### src/rtl/psx_pkg.sv
// Shared definitions for the PSX pad frame assembler: FSM states, frame
// header constants and the bit position of each button in the 16-bit vector.
package psx_pkg;

  typedef enum logic [1:0] {
    IDLE  = 2'd0,
    FETCH = 2'd1,
    CHECK = 2'd2,
    DONE  = 2'd3
  } state_e;

  localparam logic [7:0] PSX_ID_DIGITAL = 8'h41;
  localparam logic [7:0] PSX_ID_ANALOG  = 8'h73;
  localparam logic [7:0] PSX_HDR_5A     = 8'h5A;
  localparam logic [7:0] STICK_CENTRE   = 8'h80;

  localparam int unsigned BTN_SELECT   = 0;
  localparam int unsigned BTN_L3       = 1;
  localparam int unsigned BTN_R3       = 2;
  localparam int unsigned BTN_START    = 3;
  localparam int unsigned BTN_UP       = 4;
  localparam int unsigned BTN_RIGHT    = 5;
  localparam int unsigned BTN_DOWN     = 6;
  localparam int unsigned BTN_LEFT     = 7;
  localparam int unsigned BTN_L2       = 8;
  localparam int unsigned BTN_R2       = 9;
  localparam int unsigned BTN_L1       = 10;
  localparam int unsigned BTN_R1       = 11;
  localparam int unsigned BTN_TRIANGLE = 12;
  localparam int unsigned BTN_CIRCLE   = 13;
  localparam int unsigned BTN_CROSS    = 14;
  localparam int unsigned BTN_SQUARE   = 15;

endpackage

### src/rtl/psx_frame_assembler_if.sv
// Read link between the frame assembler (master, drives the read address and
// burst-done flag) and the controller module (slave, holds the response bytes).
interface psx_frame_assembler_if;

  logic       data_ready;
  logic [7:0] controller_byte;
  logic [3:0] byte_address;
  logic       read_done;

  modport master (
    input  data_ready,
    input  controller_byte,
    output byte_address,
    output read_done
  );

  modport slave (
    output data_ready,
    output controller_byte,
    input  byte_address,
    input  read_done
  );

endinterface

### src/rtl/psx_sync2.sv
// Two-flop synchroniser bringing the controller's DataReady level into pclk.
module psx_sync2 (
  input  logic clk_i,
  input  logic rst_ni,
  input  logic d_i,
  output logic q_o
);

  logic meta_q;
  logic sync_q;

  // Shift the asynchronous level through two flops to settle metastability.
  always_ff @(posedge clk_i or negedge rst_ni) begin
    if (!rst_ni) begin
      meta_q <= 1'b0;
      sync_q <= 1'b0;
    end else begin
      meta_q <= d_i;
      sync_q <= meta_q;
    end
  end

  assign q_o = sync_q;

endmodule

### src/rtl/psx_frame_assembler.sv
// Burst-reads a pad response from the controller module, validates the header
// and publishes buttons, press/release pulses, sticks and link status.
module psx_frame_assembler
  import psx_pkg::*;
#(
  parameter int unsigned FRAME_BYTES = 8,
  parameter logic [7:0]  ID_DIGITAL  = PSX_ID_DIGITAL,
  parameter logic [7:0]  ID_ANALOG   = PSX_ID_ANALOG,
  parameter logic [23:0] TIMEOUT     = 24'd3_000_000,
  parameter int unsigned ERR_W       = 8
) (
  input  logic                  pclk,
  input  logic                  rst,
  psx_frame_assembler_if.master link,
  output logic [15:0]           buttons,
  output logic [15:0]           pressed,
  output logic [15:0]           released,
  output logic [7:0]            stick_rx,
  output logic [7:0]            stick_ry,
  output logic [7:0]            stick_lx,
  output logic [7:0]            stick_ly,
  output logic                  analog_mode,
  output logic                  connected,
  output logic                  frame_err,
  output logic [ERR_W-1:0]      err_count
);

  localparam int unsigned       WD_W     = $clog2(int'(TIMEOUT) + 1);
  localparam int unsigned       CNT_W    = $clog2(FRAME_BYTES + 1);
  localparam logic [CNT_W-1:0]  CNT_LAST = CNT_W'(FRAME_BYTES);
  localparam logic [3:0]        ADDR_LAST = 4'(FRAME_BYTES - 1);
  localparam logic [WD_W-1:0]   WD_LAST  = WD_W'(int'(TIMEOUT) - 1);

  logic dr_s;

  state_e            state_q, state_d;
  logic [3:0]        addr_q, addr_d;
  logic [CNT_W-1:0]  cnt_q, cnt_d;
  logic              read_done_q, read_done_d;
  logic [7:0]        shadow_q [FRAME_BYTES];
  logic [7:0]        shadow_d [FRAME_BYTES];
  logic [15:0]       buttons_q, buttons_d;
  logic [15:0]       pressed_q, pressed_d;
  logic [15:0]       released_q, released_d;
  logic [7:0]        rx_q, rx_d, ry_q, ry_d, lx_q, lx_d, ly_q, ly_d;
  logic              analog_q, analog_d;
  logic              connected_q, connected_d;
  logic              frame_err_q, frame_err_d;
  logic [ERR_W-1:0]  err_q, err_d;
  logic [WD_W-1:0]   wd_q, wd_d;
  logic              frame_ok;
  logic [15:0]       new_buttons;

  psx_sync2 u_sync (
    .clk_i  (pclk),
    .rst_ni (rst),
    .d_i    (link.data_ready),
    .q_o    (dr_s)
  );

  // State, shadow bytes and every published output live in these flops.
  always_ff @(posedge pclk or negedge rst) begin
    if (!rst) begin
      state_q     <= IDLE;
      addr_q      <= '0;
      cnt_q       <= '0;
      read_done_q <= 1'b0;
      shadow_q    <= '{default: 8'h00};
      buttons_q   <= '0;
      pressed_q   <= '0;
      released_q  <= '0;
      rx_q        <= STICK_CENTRE;
      ry_q        <= STICK_CENTRE;
      lx_q        <= STICK_CENTRE;
      ly_q        <= STICK_CENTRE;
      analog_q    <= 1'b0;
      connected_q <= 1'b0;
      frame_err_q <= 1'b0;
      err_q       <= '0;
      wd_q        <= '0;
    end else begin
      state_q     <= state_d;
      addr_q      <= addr_d;
      cnt_q       <= cnt_d;
      read_done_q <= read_done_d;
      shadow_q    <= shadow_d;
      buttons_q   <= buttons_d;
      pressed_q   <= pressed_d;
      released_q  <= released_d;
      rx_q        <= rx_d;
      ry_q        <= ry_d;
      lx_q        <= lx_d;
      ly_q        <= ly_d;
      analog_q    <= analog_d;
      connected_q <= connected_d;
      frame_err_q <= frame_err_d;
      err_q       <= err_d;
      wd_q        <= wd_d;
    end
  end

  // Next state: watchdog first, then the burst FSM whose valid commit overrides a coincident timeout.
  always_comb begin
    state_d     = state_q;
    addr_d      = addr_q;
    cnt_d       = cnt_q;
    read_done_d = read_done_q;
    shadow_d    = shadow_q;
    buttons_d   = buttons_q;
    pressed_d   = '0;
    released_d  = '0;
    rx_d        = rx_q;
    ry_d        = ry_q;
    lx_d        = lx_q;
    ly_d        = ly_q;
    analog_d    = analog_q;
    connected_d = connected_q;
    frame_err_d = 1'b0;
    err_d       = err_q;
    wd_d        = wd_q;
    frame_ok    = ((shadow_q[0] == ID_DIGITAL) || (shadow_q[0] == ID_ANALOG)) &&
                  (shadow_q[1] == PSX_HDR_5A);
    new_buttons = ~{shadow_q[3], shadow_q[2]};

    if (connected_q) begin
      wd_d = wd_q + 1'b1;
      if (wd_q == WD_LAST) begin
        connected_d = 1'b0;
        buttons_d   = '0;
        released_d  = buttons_q;
        rx_d        = STICK_CENTRE;
        ry_d        = STICK_CENTRE;
        lx_d        = STICK_CENTRE;
        ly_d        = STICK_CENTRE;
        analog_d    = 1'b0;
      end
    end

    unique case (state_q)
      IDLE: begin
        if (dr_s && !read_done_q) begin
          state_d = FETCH;
          addr_d  = '0;
          cnt_d   = '0;
        end
      end
      FETCH: begin
        for (int i = 0; i < int'(FRAME_BYTES); i++) begin
          if (cnt_q == CNT_W'(i + 1)) shadow_d[i] = link.controller_byte;
        end
        if (cnt_q == CNT_LAST) state_d = CHECK;
        else cnt_d = cnt_q + 1'b1;
        if (addr_q != ADDR_LAST) addr_d = addr_q + 1'b1;
      end
      CHECK: begin
        state_d     = DONE;
        read_done_d = 1'b1;
        if (frame_ok) begin
          buttons_d   = new_buttons;
          pressed_d   = new_buttons & ~buttons_q;
          released_d  = ~new_buttons & buttons_q;
          wd_d        = '0;
          connected_d = 1'b1;
          if (shadow_q[0] == ID_ANALOG) begin
            rx_d     = shadow_q[4];
            ry_d     = shadow_q[5];
            lx_d     = shadow_q[6];
            ly_d     = shadow_q[7];
            analog_d = 1'b1;
          end else begin
            rx_d     = STICK_CENTRE;
            ry_d     = STICK_CENTRE;
            lx_d     = STICK_CENTRE;
            ly_d     = STICK_CENTRE;
            analog_d = 1'b0;
          end
        end else begin
          frame_err_d = 1'b1;
          if (err_q != '1) err_d = err_q + 1'b1;
        end
      end
      DONE: begin
        if (!dr_s) begin
          read_done_d = 1'b0;
          state_d     = IDLE;
        end
      end
      default: state_d = IDLE;
    endcase
  end

  assign link.byte_address = addr_q;
  assign link.read_done    = read_done_q;
  assign buttons           = buttons_q;
  assign pressed           = pressed_q;
  assign released          = released_q;
  assign stick_rx          = rx_q;
  assign stick_ry          = ry_q;
  assign stick_lx          = lx_q;
  assign stick_ly          = ly_q;
  assign analog_mode       = analog_q;
  assign connected         = connected_q;
  assign frame_err         = frame_err_q;
  assign err_count         = err_q;

endmodule

### src/flat_wrapper.sv
// flat-port wrapper written by rule: the top's interface ports become plain ports
module psx_frame_assembler_flat import psx_pkg::*;
#(
  parameter int unsigned FRAME_BYTES = 8,
  parameter logic [7:0]  ID_DIGITAL  = PSX_ID_DIGITAL,
  parameter logic [7:0]  ID_ANALOG   = PSX_ID_ANALOG,
  parameter logic [23:0] TIMEOUT     = 24'd3_000_000,
  parameter int unsigned ERR_W       = 8
)
  (pclk, rst, buttons, pressed, released, stick_rx, stick_ry, stick_lx, stick_ly, analog_mode, connected, frame_err, err_count, link_data_ready, link_controller_byte, link_byte_address, link_read_done);
  psx_frame_assembler_if link_i ();
  input  logic pclk;
  input  logic rst;
  output logic [15:0] buttons;
  output logic [15:0] pressed;
  output logic [15:0] released;
  output logic [7:0] stick_rx;
  output logic [7:0] stick_ry;
  output logic [7:0] stick_lx;
  output logic [7:0] stick_ly;
  output logic analog_mode;
  output logic connected;
  output logic frame_err;
  output logic [ERR_W-1:0] err_count;
  input wire logic [$bits(link_i.data_ready)-1:0] link_data_ready;
  input wire logic [$bits(link_i.controller_byte)-1:0] link_controller_byte;
  output wire logic [$bits(link_i.byte_address)-1:0] link_byte_address;
  output wire logic [$bits(link_i.read_done)-1:0] link_read_done;
  assign link_i.data_ready = link_data_ready;
  assign link_i.controller_byte = link_controller_byte;
  assign link_byte_address = link_i.byte_address;
  assign link_read_done = link_i.read_done;
  psx_frame_assembler #(.FRAME_BYTES(FRAME_BYTES), .ID_DIGITAL(ID_DIGITAL), .ID_ANALOG(ID_ANALOG), .TIMEOUT(TIMEOUT), .ERR_W(ERR_W)) u_core (.pclk(pclk), .rst(rst), .link(link_i), .buttons(buttons), .pressed(pressed), .released(released), .stick_rx(stick_rx), .stick_ry(stick_ry), .stick_lx(stick_lx), .stick_ly(stick_ly), .analog_mode(analog_mode), .connected(connected), .frame_err(frame_err), .err_count(err_count));
endmodule
### config.mk
export PLATFORM = sky130hd
export DESIGN_NAME = psx_frame_assembler_flat
export DESIGN_NICKNAME = d
export VERILOG_FILES = /design/src/rtl/psx_pkg.sv /design/src/rtl/psx_frame_assembler_if.sv /design/src/rtl/psx_sync2.sv /design/src/rtl/psx_frame_assembler.sv /design/src/flat_wrapper.sv
export SDC_FILE = /design/constraint.sdc
export NUM_CORES = 1
export LEC_CHECK = 0
export ABC_AREA = 0
export CAP_MARGIN = 20
export CORE_MARGIN = 3
export CORE_UTILIZATION = 65
export CTS_CLUSTER_DIAMETER = 30
export DETAILED_ROUTE_END_ITERATION = 10
export DONT_BUFFER_PORTS = 1
export PLACE_DENSITY = 0.83
export SLEW_MARGIN = 5
export SYNTH_ARGS = -nofsm -noshare
export SYNTH_HDL_FRONTEND = slang
export SYNTH_SLANG_ARGS = --single-unit
### constraint.sdc
create_clock -name pclk -period 3.5 [get_ports pclk]
set_input_delay 0.175 -clock pclk [delete_from_list [all_inputs] [get_ports pclk]]
set_output_delay 0.175 -clock pclk [all_outputs]
set_load 0.005 [all_outputs]
==> results.sh, run 1 <==
export IMPL_outcome="complete, but fails checks"
export IMPL_violations="negative hold slack"
export IMPL_period_needed_ps=2540
export IMPL_cap_viol_max_count=0
export IMPL_core_mm2=0.0111
export IMPL_vias_per_cell=6.30
export IMPL_cp_max_fo=34
export IMPL_synthesis_instances=580
export IMPL_die_height_um=114
export IMPL_drc=0
export IMPL_max_freq_mhz=394
export IMPL_cp_end_kind="register"
export IMPL_ant_nets=0
export IMPL_cts_setup_buffers=0
export IMPL_synth_area_top_cells="dfrtp_1 61%, mux2_2 10%, a22o_1 3.8%"
export IMPL_tightest_slew_ps=698
export IMPL_portBuffers=0
export IMPL_gr_usage_all_layers_pct=24.6
export IMPL_numCtsBuffers=17
export IMPL_detail_route_first_pass_iterations=6
export IMPL_io_pins=107
export IMPL_max_slew_margin_pct=53.3
export IMPL_cp_data_required_time_ps=3770
export IMPL_seq_area_mm2=0.00476
export IMPL_die_w_um=114
export IMPL_setup_violations=0
export IMPL_min_period_over_period_pct=72.6
export IMPL_cp_buffers_inverters=1
export IMPL_layout_commonest_cell="dfrtp_1"
export IMPL_clk_path_buf_depth=2
export IMPL_fin_cells=742
export IMPL_cts_tree="done"
export IMPL_startpoint="u_core.state_q[0]"
export IMPL_cts_resized=0
export IMPL_synth_ff_type="dfrtp_1"
export IMPL_critPathMaxStageDelay_ps=630
export IMPL_p_leak_nw=3.80
export IMPL_drt_iter0_drc=349
export IMPL_async_flop_share_pct=100
export IMPL_yosysTopAreaCell="dfrtp_1"
export IMPL_yosys_warnings=0
export IMPL_cts_root_buf="clkbuf_16"
export IMPL_wl_per_cell_um=20.5
export IMPL_synth_cell_types=46
export IMPL_dpl_hpwl_mm=9.65
export IMPL_ir_drop_mv=0.642
export IMPL_grt_ovfl_total=0
export IMPL_worst_hold_path_type="input port to async pin"
export IMPL_cts_reportedPaths_clkPinSlew_ps=60
export IMPL_drive_above_1_share_pct=19.5
export IMPL_fill_cells=718
export IMPL_grt_antenna_before_repair=3
export IMPL_grt_pass1_vias=4717
export IMPL_path_cells="inv_1 -> ha_1 -> and3b_1 -> nand4_1 -> or2_2 -> nand2_2 -> a21boi_0"
export IMPL_timing_final_max_slew_violations=0
export IMPL_routed_via_count=4676
export IMPL_grt_max_degree=191
export IMPL_hold_viol_final=190
export IMPL_row_count=38
export IMPL_grt_pass1_wl_mm=24.8
export IMPL_start_util_pct=68.2
export IMPL_synth_avg_cell_area_um2=13.1
export IMPL_synth_edf_count=0
export IMPL_fin_tns_setup_ps=0
export IMPL_critPathTopFamily="simple AND/OR/NAND/NOR gates"
export IMPL_synth_top_area_share_pct=61.3
export IMPL_rsz0062_at_grt="false"
export IMPL_floorplan_die_area_mm2=0.0130
export IMPL_multiInputGateArea_mm2=0.00269
export IMPL_fin_hold_ws_ps=-553
export IMPL_clk_latency_ps=430
export IMPL_slowest_stage="or2_2"
export IMPL_synth_nets=602
export IMPL_hold_buffers=9
export IMPL_routed_wl_mm=15.2
export IMPL_path_class="register to register"
export IMPL_worstReg2RegStart="u_core.state_q[0]"
export IMPL_place_inst=700
export IMPL_final_cell_mix="186 x dfrtp_1, 69 x mux2_2, 36 x nand2_1"
export IMPL_fin_nets=610
export IMPL_cp_start_kind="register"
export IMPL_cts_sinks=190
export IMPL_finClkSkew_ps=9.61
export IMPL_syn_to_final_growth_pct=10.1
export IMPL_globalplace_congestion=0.813
export IMPL_h_tree_depth=4
export IMPL_p_per_area_mw_per_mm2=607
export IMPL_worst_ep_arrival_time_ps=2810
export IMPL_ys_ff_latch=190
export IMPL_yosysSeqAreaShare_pct=62.7
export IMPL_netlist_area_mm2=0.00759
## per-layer routing
layer	track usage [%]	part of all wire [%]	vias up
met5	0	0.086	-
met4	8.08	1.3	2
met3	7.85	7.2	21
met2	39.5	49	135
met1	32.3	43	2408
li1	-	-	2110
## state kept, by name (all words and copies together), names as in the netlist
register and cells:
u_core.analog_mode 1, u_core.u_sync.q_o 1, u_core.connected 1, u_core.u_sync.meta_q 1
u_core.buttons 16, u_core.err_count 8, u_core.link.read_done 1, u_core.state_q 2
u_core.pressed 16, u_core.wd_q 22, u_core.stick_lx 8, u_core.stick_ly 8
u_core.released 16, u_core.cnt_q 4, u_core.stick_ry 8, u_core.frame_err 1
u_core.stick_rx 8, u_core.shadow_q 64, u_core.link.byte_address 4
## cell usage after synthesis, drive strengths merged, types with 3 or more instances
| cell type | count |
|---|---|
| nand4 | 16 |
| nor2 | 36 |
| nand3 | 19 |
| xnor2 | 7 |
| buf | 16 |
| clkbuf | 7 |
| mux2 | 69 |
| a21oi | 10 |
| dfstp | 4 |
| a22o | 33 |
| dfrtp | 186 |
| o2bb2ai | 16 |
| nor3 | 25 |
| inv | 9 |
| ha | 11 |
| a21boi | 16 |
| a41oi | 3 |
| nor2b | 6 |
| nand2 | 37 |
| o21ai | 6 |
| xor2 | 16 |
| and3 | 9 |
## cell type report
| type | instances | area share, % |
|---|---|---|
| timing repair buffer | 12 | 1.50 |
| multi-input combinational | 358 | 32.2 |
| inverter | 9 | 0.404 |
| antenna | 2 | 0.0599 |
| clock inverter | 8 | 0.988 |
| tap | 140 | 2.10 |
| sequential | 190 | 57.0 |
| clock buffer | 23 | 5.84 |
## path summary, 6_finish.rpt
check / endpoint / slack (ps) / cells past startpoint
max: u_core.released[4] / 960 / 7
min: u_core.wd_q[8] / -550 / 0
max reg2reg: u_core.released[4] / 960 / 7
min reg2reg: u_core.u_sync.q_o / 350 / 0
max in group asynchronous: u_core.stick_ly[7] / 3790 / 0
min in group pclk: u_core.u_sync.meta_q / 310 / 1
## through the flow
step | utilization, % | power (mW) | cell area [um^2] | setup slack (ps) | hold WS [ps]
after floorplan | - | 3.09 | 7590 | 1580 | -121
after global placement | 69.1 | 3.18 | 7690 | 1190 | -114
after detailed placement | 69.1 | 3.23 | 7690 | 997 | -114
after CTS | 75.1 | 5.10 | 8350 | 980 | -572
after global routing | 75.1 | 5.29 | 8360 | 738 | -583
final | 75.1 | 5.07 | 8360 | 960 | -553
## power breakdown
part	internal (mW)	total (mW)	leakage [nW]	switching [mW]
registers	2.42	2.63	2.50	0.212
logic	0.299	0.594	1.04	0.295
clock network	1.05	1.84	0.268	0.787
## cells by family (layout without fill, tap and decap cells)
family,after synthesis,after routing,synth area share [%]
DFF,190,190,62.7
and+or+nand+nor,163,163,10.8
AOI/OAI and AO/OA,90,90,9.47
muxes,71,71,10.5
buffers and inverters,32,52,2.01
xor gates and xnor gates,23,23,2.65
adders and majority gates,11,11,1.81
other,0,2,0
(Power assumes the default switching activity.)
==> inputs of run 2 (changes only) <==
CORE_UTILIZATION = 63   (was 65)
PLACE_DENSITY = 0.81   (was 0.83)
clock period = 2.5 ns   (was 3.5 ns; I/O delays follow)
==> run 2 against run 1 <==
  * The flow still finishes with violations (negative hold slack)
  * Combinational power rose by 47%
  * Power is 38% higher
  * Sequential power up 40%
  * Clock-buffer cell count is 2 lower
  * Largest power group unchanged
==> results.sh, run 2 (synthesized netlist as in run 1, its figures left out) <==
export IMPL_outcome="complete, but fails checks"
export IMPL_violations="negative hold slack"
export IMPL_fin_hold_ws_ps=-597
export IMPL_cts_tree="done"
export IMPL_fin_nets=617
export IMPL_min_period_over_period_pct=87.2
export IMPL_finClkSkew_ps=6.44
export IMPL_cts_reportedPaths_clkPinSlew_ps=70
export IMPL_floorplan_die_area_mm2=0.0134
export IMPL_reg_largest_list="u_core.shadow_q (64), u_core.wd_q (22)"
export IMPL_diodes=0
export IMPL_cts_sinks=190
export IMPL_drt_iter0_drc=354
export IMPL_startpoint="u_core.wd_q[12]"
export IMPL_p_per_area_mw_per_mm2=836
export IMPL_wl_per_cell_um=20.8
export IMPL_max_freq_mhz=459
export IMPL_gr_usage_all_layers_pct=24.7
export IMPL_max_slew_margin_pct=59.7
export IMPL_grt_pass1_wl_mm=25.2
export IMPL_drive_above_1_share_pct=20.4
export IMPL_setup_violations=0
export IMPL_vias_per_cell=6.23
export IMPL_cp_end_kind="register"
export IMPL_grt_ovfl_total=0
export IMPL_routed_wl_mm=15.6
export IMPL_cp_start_kind="register"
export IMPL_cap_viol_max_count=0
export IMPL_syn_to_final_growth_pct=10.2
export IMPL_hold_viol_final=190
export IMPL_worstReg2RegStart="u_core.wd_q[12]"
export IMPL_worstRegToRegCells=6
export IMPL_routed_via_count=4680
export IMPL_top_register="u_core.shadow_q"
export IMPL_detailedPlace_worstSlack_ps=393
export IMPL_layout_commonest_cell="dfrtp_1"
export IMPL_drc=0
export IMPL_grt_antenna_before_repair=1
export IMPL_row_count=39
export IMPL_rsz0062_at_grt="false"
export IMPL_cts_resized=0
export IMPL_start_util_pct=65.3
export IMPL_portBuffers=0
export IMPL_cp_data_required_time_ps=2810
export IMPL_path_class="register to register"
export IMPL_numCtsBuffers=17
export IMPL_clk_path_buf_depth=2
export IMPL_cts_root_buf="clkbuf_16"
export IMPL_timing_final_max_slew_violations=0
export IMPL_die_w_um=116
export IMPL_die_height_um=116
export IMPL_globalplace_congestion=0.895
export IMPL_h_tree_depth=4
export IMPL_hold_buffers=9
export IMPL_worst_ep_arrival_time_ps=2490
export IMPL_ir_drop_mv=0.484
export IMPL_clk_latency_ps=420
export IMPL_detail_route_first_pass_iterations=5
export IMPL_core_mm2=0.0116
export IMPL_dpl_hpwl_mm=9.86
export IMPL_p_leak_nw=3.81
export IMPL_fin_ws_ps=321
export IMPL_ant_nets=0
export IMPL_r2r_slack_ps=320
export IMPL_tightest_slew_ps=600
export IMPL_r2r_end="u_core.stick_lx[2]"
export IMPL_period_needed_ps=2180
export IMPL_final_cell_mix="186 x dfrtp_1, 69 x mux2_2, 36 x nand2_1"
export IMPL_io_pins=107
export IMPL_largest_reg_flops=64
export IMPL_worst_hold_path_type="input port to async pin"
export IMPL_grt_max_degree=191
export IMPL_cp_max_fo=30
export IMPL_fin_tns_setup_ps=0
export IMPL_grt_pass1_vias=4787
-- run 2: cell count changes in the layout (fill, tap and decap cells not counted), moves of 2 or more --
cell / change
clkinvlp_4: +2
diode_2: -2
buf_4: +8
clkbuf_8: -3
-- run 2: repair_timing --
action,CTS,global route
setup endpoints to repair,0,0
endpoints found under the hold margin,255,190
buffers inserted,0,0
-- run 2: worst max-delay path by stage --
stage          depth (start not counted)                  end  slack (ps)
6_report                               6   u_core.stick_lx[2]         320
5_1_grt                                8   u_core.released[4]         140
4_1_cts                                8  u_core.released[14]         340
3_5_place_dp                           6   u_core.stick_ry[5]         390
3_3_place_gp                           8  u_core.released[14]         490
2_1_floorplan                          9  u_core.released[10]         580
-- run 2: critical path, stage by stage (launching register included) --
cell and delay, ps:
dfrtp_1 420, or4_1 570, nor3_2 180, and4_1 320, nor2_4 50, buf_4 240, a22o_1 270
-- run 2: metrics by stage --
step	instance area, um^2	util [%]	power (mW)	cells
after CTS	8360	72.0	7.02	751
after floorplan	7590	-	4.32	580
after detailed placement	7730	66.6	4.55	710
after global placement	7730	66.6	4.46	710
after global routing	8360	72.0	7.32	751
final	8360	72.0	6.99	751
-- run 2: final cells by class --
cell class,instances,area [um^2]
multi-input combinational,358,2690
sequential,190,4760
inverter,9,33.8
fill,791,3250
timing repair buffer,19,165
tap,143,179
clock inverter,11,85.1
clock buffer,21,450
-- run 2: routing by layer --
metal	routed length (um)	global-route usage [%]	up-vias
met3	1390	7.99	16
met5	11	0	-
met1	6330	31.8	2366
li1	-	-	2103
met4	243	8.58	2
met2	7660	39.9	193
-- run 2: where the power goes --
part	leakage (nW)	switching [mW]	internal [mW]	total [mW]
clock network	0.242	1.14	1.30	2.45
registers	2.50	0.279	3.39	3.67
logic	1.06	0.430	0.443	0.873
